**src/rtl/debounce_sync_pkg.sv**
```systemverilog
// Shared types and defaults for the debounce/synchronizer input stage.
// Build option: DEBOUNCE_SYNC_GLITCH_CNT_EN adds the glitch counter.
package debounce_pkg;

  typedef enum logic {
    IDLE    = 1'b0,
    PENDING = 1'b1
  } state_t;

  localparam int DEF_SYNC_STAGES   = 2;
  localparam int DEF_STABLE_CYCLES = 4;
  localparam int GLITCH_W          = 8;

endpackage

```
**src/rtl/debounce_sync_if.sv**
```systemverilog
// Level in, conditioned level and edge pulses out.
// Build option: DEBOUNCE_SYNC_GLITCH_CNT_EN adds glitch_cnt.
interface debounce_sync_if;
  import debounce_pkg::*;

  logic din;
  logic q_clean;
  logic rise;
  logic fall;
  logic busy;
`ifdef DEBOUNCE_SYNC_GLITCH_CNT_EN
  logic [GLITCH_W-1:0] glitch_cnt;

  modport master (
    output din,
    input  q_clean, rise, fall, busy,
    input  glitch_cnt
  );

  modport slave (
    input  din,
    output q_clean, rise, fall, busy,
    output glitch_cnt
  );
`else
  modport master (
    output din,
    input  q_clean, rise, fall, busy
  );

  modport slave (
    input  din,
    output q_clean, rise, fall, busy
  );
`endif

endinterface

```
**src/rtl/debounce_sync_sync_chain.sv**
```systemverilog
// N-flop level synchronizer with a loadable reset value.
// Plain flop-to-flop chain, nothing between stages.
module sync_chain #(
  parameter int   N       = 2,
  parameter logic RST_VAL = 1'b0
) (
  input  logic clk,
  input  logic reset,
  input  logic d,
  output logic q
);

  logic [N-1:0] ff;

  always_ff @(posedge clk) begin
    if (reset) ff <= {N{RST_VAL}};
    else       ff <= {ff[N-2:0], d};
  end

  assign q = ff[N-1];

endmodule

```
**src/rtl/debounce_sync.sv**
```systemverilog
// Synchronize and debounce a raw level; emit clean level and edge pulses.
// Build option: DEBOUNCE_SYNC_GLITCH_CNT_EN counts aborted changes.
module debounce_sync
  import debounce_pkg::*;
#(
  parameter int   SYNC_STAGES   = DEF_SYNC_STAGES,
  parameter int   STABLE_CYCLES = DEF_STABLE_CYCLES,
  parameter logic RESET_LEVEL   = 1'b0,
  parameter int   CNT_W         = 16
) (
  input  logic            clk,
  input  logic            reset,
  debounce_sync_if.slave  bus
);

  localparam logic [CNT_W-1:0] LAST =
    CNT_W'(STABLE_CYCLES - 1);

  logic             s;
  state_t           state_q, state_d;
  logic [CNT_W-1:0] cnt_q, cnt_d;
  logic             q_q, q_d;
  logic             rise_q, rise_d;
  logic             fall_q, fall_d;

  sync_chain #(
    .N       (SYNC_STAGES),
    .RST_VAL (RESET_LEVEL)
  ) u_sync (
    .clk   (clk),
    .reset (reset),
    .d     (bus.din),
    .q     (s)
  );

  always_ff @(posedge clk) begin
    if (reset) begin
      state_q <= IDLE;
      cnt_q   <= '0;
      q_q     <= RESET_LEVEL;
      rise_q  <= 1'b0;
      fall_q  <= 1'b0;
    end else begin
      state_q <= state_d;
      cnt_q   <= cnt_d;
      q_q     <= q_d;
      rise_q  <= rise_d;
      fall_q  <= fall_d;
    end
  end

  // Agreement drops any partial count; the old level wins.
  always_comb begin
    state_d = IDLE;
    cnt_d   = '0;
    q_d     = q_q;
    rise_d  = 1'b0;
    fall_d  = 1'b0;
    if (s != q_q) begin
      if (cnt_q == LAST) begin
        q_d    = s;
        rise_d = s;
        fall_d = ~s;
      end else begin
        cnt_d   = cnt_q + CNT_W'(1);
        state_d = PENDING;
      end
    end
  end

  assign bus.q_clean = q_q;
  assign bus.rise    = rise_q;
  assign bus.fall    = fall_q;
  assign bus.busy    = (state_q == PENDING);

`ifdef DEBOUNCE_SYNC_GLITCH_CNT_EN
  logic [GLITCH_W-1:0] glitch_q;

  always_ff @(posedge clk) begin
    if (reset) begin
      glitch_q <= '0;
    end else if (state_q == PENDING && s == q_q
                 && glitch_q != '1) begin
      glitch_q <= glitch_q + GLITCH_W'(1);
    end
  end

  assign bus.glitch_cnt = glitch_q;
`endif

endmodule
```
**src/flat_wrapper.sv**
```systemverilog
// flat-port wrapper written by rule: the top's interface ports become plain ports
module debounce_sync_flat import debounce_pkg::*;
#(
  parameter int   SYNC_STAGES   = DEF_SYNC_STAGES,
  parameter int   STABLE_CYCLES = DEF_STABLE_CYCLES,
  parameter logic RESET_LEVEL   = 1'b0,
  parameter int   CNT_W         = 16
)
  (clk, reset, bus_din, bus_q_clean, bus_rise, bus_fall, bus_busy);
  debounce_sync_if bus_i ();
  input  logic clk;
  input  logic reset;
  input wire logic [$bits(bus_i.din)-1:0] bus_din;
  output wire logic [$bits(bus_i.q_clean)-1:0] bus_q_clean;
  output wire logic [$bits(bus_i.rise)-1:0] bus_rise;
  output wire logic [$bits(bus_i.fall)-1:0] bus_fall;
  output wire logic [$bits(bus_i.busy)-1:0] bus_busy;
  assign bus_i.din = bus_din;
  assign bus_q_clean = bus_i.q_clean;
  assign bus_rise = bus_i.rise;
  assign bus_fall = bus_i.fall;
  assign bus_busy = bus_i.busy;
  debounce_sync #(.SYNC_STAGES(SYNC_STAGES), .STABLE_CYCLES(STABLE_CYCLES), .RESET_LEVEL(RESET_LEVEL), .CNT_W(CNT_W)) u_core (.clk(clk), .reset(reset), .bus(bus_i));
endmodule
```
**config.mk**
```make
export PLATFORM = sky130hd
export DESIGN_NAME = debounce_sync_flat
export DESIGN_NICKNAME = d
export VERILOG_FILES = /design/src/rtl/debounce_sync_pkg.sv /design/src/rtl/debounce_sync_if.sv /design/src/rtl/debounce_sync_sync_chain.sv /design/src/rtl/debounce_sync.sv /design/src/flat_wrapper.sv
export SDC_FILE = /design/constraint.sdc
export NUM_CORES = 1
export LEC_CHECK = 0
export ABC_AREA = 1
export ABC_CLOCK_PERIOD_IN_PS = 1700
export BUFFER_PORTS_ARGS = -buffer_cell sky130_fd_sc_hd__buf_4
export CORE_ASPECT_RATIO = 0.9
export CORE_MARGIN = 8
export CORE_UTILIZATION = 30
export CTS_BUF_LIST = sky130_fd_sc_hd__clkbuf_2
export CTS_CLUSTER_SIZE = 10
export DETAILED_ROUTE_END_ITERATION = 7
export MAX_ROUTING_LAYER = met4
export PLACE_DENSITY_LB_ADDON = 0.2
export SLEW_MARGIN = 0
export SYNTH_ARGS = -nofsm -noshare
export SYNTH_HDL_FRONTEND = slang
export SYNTH_SLANG_ARGS = --single-unit
```
**constraint.sdc**
```tcl
create_clock -name clk -period 1.7 [get_ports clk]
set_input_delay 0.085 -clock clk [delete_from_list [all_inputs] [get_ports clk]]
set_output_delay 0.085 -clock clk [all_outputs]
set_load 0.05 [all_outputs]
```
Word-level counts from Yosys, hierarchy flattened
Index checks and enable logic that the tools add are counted.
W data, S select, Z words.
{"block": "op_classes", "n_eq_ne": 2, "reduce_logical": 4, "mul": 0, "shift": 0, "bitwise_logic": 3, "mux": 1, "add_sub_neg": 1, "n_div": 0, "order_cmp": 0}
{"op": "$add A16 B1 Y16 const B", "n": 1}
{"op": "$eq A16 B2 Y1 const B", "n": 1}
{"op": "$reduce_or A3 Y1", "n": 2}
{"op": "$not A1 Y1", "n": 3}
{"op": "$reduce_and A2 Y1", "n": 1}
{"op": "$reduce_or A2 Y1", "n": 1}
{"op": "$mux W1", "n": 1}
{"op": "$ne A1 B1 Y1", "n": 1}
{"block": "word_totals", "ram_bits": 0, "word_cells": 17, "latch_bits": 0, "reg_bits": 22, "n_memories": 0, "inputBits": 3, "output_inout_bits": 4, "romBits": 0}

Logic depth before layout (Yosys ltp)
{"block": "depth", "word_depth": 3, "mapped_depth": 9, "depth_no_buf": 8}

Hierarchy
From an unflattened synthesis, not the netlist that was laid out.
{"block": "unflattened", "hier_cells": 146, "area_unflattened_um2": 1053.5}
{"module": "debounce_sync", "cells_each": 140, "area_per_inst_um2": 998.5, "n_inst": 1}
{"module": "sync_chain", "cells_each": 6, "area_per_inst_um2": 55.1, "n_inst": 1}

Least setup slack after synthesis
No wires, ideal clock.
{"block": "synth_path", "path_kind": "register to register", "from": "register u_core.q_q (netlist: u_core.bus.q_clean)", "to": "register u_core.cnt_q[10]", "stages_incl_launch_ff": 6, "t_arrival_ps": 1282, "setup_slack_ps": 354, "required_ps": 1636, "setup_time_ps": 64, "synth_period_minus_slack_ps": 1346, "n_path_buf": 1, "path_cell_list": "dfxtp_1 nand2_1 a21oi_4 nand2_4 buf_6 nor2_1"}
{"block": "synth_between", "elab_chain_cells": 3}
{"item": "from (decl)", "line_no": "debounce_sync.sv:22", "source": "logic q_q, q_d;"}
{"item": "from (signal assigned)", "line_no": "debounce_sync.sv:46", "source": "q_q <= q_d;"}
{"item": "$ne A1 B1 Y1", "line_no": "debounce_sync.sv:59", "source": "if (s != q_q) begin"}
{"item": "$not A1 Y1 (no source line)"}
{"item": "$reduce_or A3 Y1 (no source line)"}
{"item": "to (signal assigned)", "line_no": "debounce_sync.sv:45", "source": "cnt_q <= cnt_d;"}
{"item": "to (decl)", "line_no": "debounce_sync.sv:21", "source": "logic [CNT_W-1:0] cnt_q, cnt_d;"}
No other way between the ends.
A chain may end at the register's enable or synchronous reset.

Worst setup path in the final report
{"block": "layout_path", "from": "register u_core.cnt_q[0]", "to": "register u_core.cnt_q[6]"}
{"block": "layout_between", "elab_chain_cells": 2, "elab_cells_between_ends": 3, "cone_classes": "add/sub (1); eq/ne (1); reduce/logical (1)"}
{"item": "parallel branches: the longest is 2 deep, another holds $add A16 B1 Y16"}
Parallel ways; which one is timed is not known.

==> impl_metrics.csv <==
group,metric,value,unit
clocking,post_cts_buffers,0,
detailed_routing,drt_iter0_markers,49,
sta,slew_violations,0,
yosys,syn-num-nets,144,
power,max-vdd-ir-drop,0.433,mV
floorplan,start_util,30.8,%
layout,drive_above_1_share,12.0,%
setup_path,startpoint_type,"flip-flop",
detailed_routing,wl_met1,969,microns
global_route,grt_pass1_wl,3.45,mm
layout,fill_cells,359,
sta,fin_tns_setup,0,ns
clocking,root_buffer,"clkbuf_2",
setup_path,cp_slowest_cell,"dfxtp_1",
detailed_routing,ant_nets,0,
floorplan,num_rows,20,
floorplan,core,0.00330,sq mm
detailed_routing,wl,1.95,mm
power,p_leak,0.427,nW
yosys,yosysUniqueCellTypes,20,
power,swShare,22.2,%
sta,setup_violations,0,
detailed_routing,route.met3.wl,74,microns
clocking,cts_tree,"yes",
power,internal_power,0.578,mW
setup_path,cp-end-kind,"flip-flop",
setup_path,cp_num_buf_inv,1,
layout,final-seq-area,440,sq um
detailed_routing,vias,821,
layout,multiInputGateArea,487,sq um
detailed_routing,drc,0,
yosys,seq_area_frac_synth,43.3,%
hold_path,hold_path.class,"flip-flop to flip-flop",
setup_path,critPathKind,"flip-flop to flip-flop",
floorplan,die_h,71.2,microns
floorplan,io_pins,7,
global_route,grt_max_degree,17,
yosys,synth_area,0.00102,sq mm
detailed_routing,wl_met2,893,microns
flow_run,maxCapViolations,0,
yosys,syn_avg_cell_area,7.27,sq um
clocking,cts_buffers,3,
detailed_routing,highest_layer,"met4",
clocking,clk_pin_slew_worst_paths,0.21,ns
power,p_seq_share,70.3,%
sta,fin_crit,1.44,ns
sta,final-hold-violation-count,0,
setup_path,crit_path_frequent_cell,"nor2_1",
global_route,grt_pass1_vias,804,
clocking,htreeDepth,1,
global_route,globalRoute.totalOverflow,0,
global_route,antenna_found_initial,0,
yosys,synth_top_area_share,43.3,%
yosys,ys_top_cells_by_area,"dfxtp_1 43%, nor2_1 11%, nand2_1 10%",
sta,skew,0.0196,ns
status,run_status,"finished clean",
detailed_routing,wl_per_cell,10.0,microns
clocking,cts.sink_count,22,
sta,fmax,693,MHz
layout,nets,156,
place,portBuffers,6,
setup_path,crit_family,"simple AND/OR/NAND/NOR gates",
yosys,syn_inst,140,
global_route,grt_usage,7.85,%
sta,worst_pin_slew,0.255,ns
clocking,clk_latency,0.33,ns
yosys,ys_seq_elements,22,
power,clockPowerShare,26.7,%
sta,fin_crit_sh,84.8,%
layout,fin_area,0.00114,sq mm
setup_path,cp_cell_sequence,"ha_1, inv_1, nor2_1, nand2_1, nor2_2, nand2_2, nand2_4, nor2_1",
layout,syn2layout_area_growth,12.2,%
yosys,synth_warnings,0,
place,placed_area,0.00111,sq mm
sta,rsz0062_at_grt,"no",
floorplan,die-area,0.00551,sq mm
sta,relSlewSlack,82.9,%
layout,num_antenna_cells,0,
place,gp_congestion,0.751,
setup_path,cp_slowest_stage_delay,0.43,ns
power,p_switching,0.165,mW
setup_path,crit_fanout,16,
power,power_density,652,mW/mm^2
place,dp_hpwl,1.47,mm
floorplan,die_w,77.4,microns
detailed_routing,firstDrtPassIters,4,
setup_path,required,1.93,ns
setup_path,crit_arrival,1.67,ns
detailed_routing,routed_via_density,4.23,
clocking,clk_path_buf_depth,2,
power,power_frac_comb,3.0,%
yosys,yosysTopAreaCell,"dfxtp_1",
==> synth_stat cells <==
cell      n
a21oi_1   6
a21oi_4   1
buf_6     1
dfxtp_1  22
ha_1      1
inv_1    21
nand2_1  28
nand2_2   1
nand2_4   1
nand3_1   9
nand3_2   1
nand4_1   3
nor2_1   30
nor2_2    3
nor2_4    1
nor3b_1   1
o21ai_1   1
or2_2     1
xnor2_1   3
xor2_1    5
==> state kept, by name (all words and copies together) (netlist names) <==
name                flops
u_core.cnt_q           16
u_core.u_sync.ff        2
u_core.bus.busy         1
u_core.bus.rise         1
u_core.bus.fall         1
u_core.bus.q_clean      1
==> area by class of cell <==
cell class	count	share of cell area, %
Clock buffer	3	1.32
Inverter	21	6.91
Multi-Input combinational cell	96	42.7
Sequential cell	22	38.6
Tap cell	44	4.82
Timing Repair Buffer	8	5.70
==> per-stage QoR <==
step,utilization [%],setup WS (ns),power [mW],hold slack [ns],std cells
3_3_place_gp,33.5,0.369,0.551,0.289,189
3_5_place_dp,33.5,0.286,0.552,0.292,189
6_report,34.5,0.258,0.744,0.391,194
2_1_floorplan,-,0.354,0.544,0.156,140
4_1_cts,34.5,0.261,0.759,0.414,194
5_1_grt,34.5,0.105,0.795,0.400,194
==> per-layer routing <==
metal,GRT usage [%],up-vias
met5,-,-
met4,1.88,0
met3,3.13,2
met2,12.8,9
met1,8.82,362
li1,-,448
==> cell families (layout without fill, tap and decap cells) <==
| family | count (synthesis) | count (layout) | share of synthesized area (%) |
|---|---|---|---|
| compound gates | 8 | 8 | 5.04 |
| fa+ha+maj | 1 | 1 | 1.23 |
| simple gates | 79 | 79 | 34.7 |
| flops | 22 | 22 | 43.3 |
| buf+inv | 22 | 32 | 8.86 |
| xor+xnor | 8 | 8 | 6.89 |
==> power groups by stage <==
stage	clock network [mW]	registers (mW)	logic (mW)
floorplan	0	0.534	0.00986
global placement	0	0.532	0.0183
detailed placement	0	0.533	0.0189
CTS	0.213	0.523	0.0226
global route	0.247	0.524	0.0243
finish	0.199	0.523	0.0224
==> timing repair <==
item,CTS,global route
hold buffers,2,0
gates resized for setup,0,0
hold endpoints to repair,2,0
==> path summary, 6_finish.rpt <==
| kind | startpoint | to | slack, ns | depth (start not counted) |
|---|---|---|---|---|
| setup reg to reg | u_core.cnt_q[0] | u_core.cnt_q[6] | 0.26 | 8 |
| setup / recovery | u_core.cnt_q[0] | u_core.cnt_q[6] | 0.26 | 8 |
| hold / removal | u_core.u_sync.ff[0] | u_core.u_sync.ff[1] | 0.39 | 2 |
| hold reg to reg | u_core.u_sync.ff[0] | u_core.u_sync.ff[1] | 0.39 | 2 |
==> worst min-delay path, delay by kind of cell (launching register included) <==
| kind | cells | cell delay (ns) |
|---|---|---|
| DFF | 1 | 0.34 |
| and+or+nand+nor | 1 | 0.03 |
| buffers and inverters | 1 | 0.04 |
==> cells in the final DEF (no fill, tap or decap) <==
master	n
nand2_2	1
nand4_1	3
nand2_4	1
a21oi_4	1
dfxtp_1	22
or2_2	1
xor2_1	5
nand2_1	28
nor2_2	3
inv_1	21
o21ai_1	1
nand3_2	1
xnor2_1	3
dlygate4sd3_1	2
nor2_1	30
nand3_1	9
nor3b_1	1
nor2_4	1
ha_1	1
buf_4	6
clkbuf_2	3
a21oi_1	6
Power figures use the tool's default switching activity.
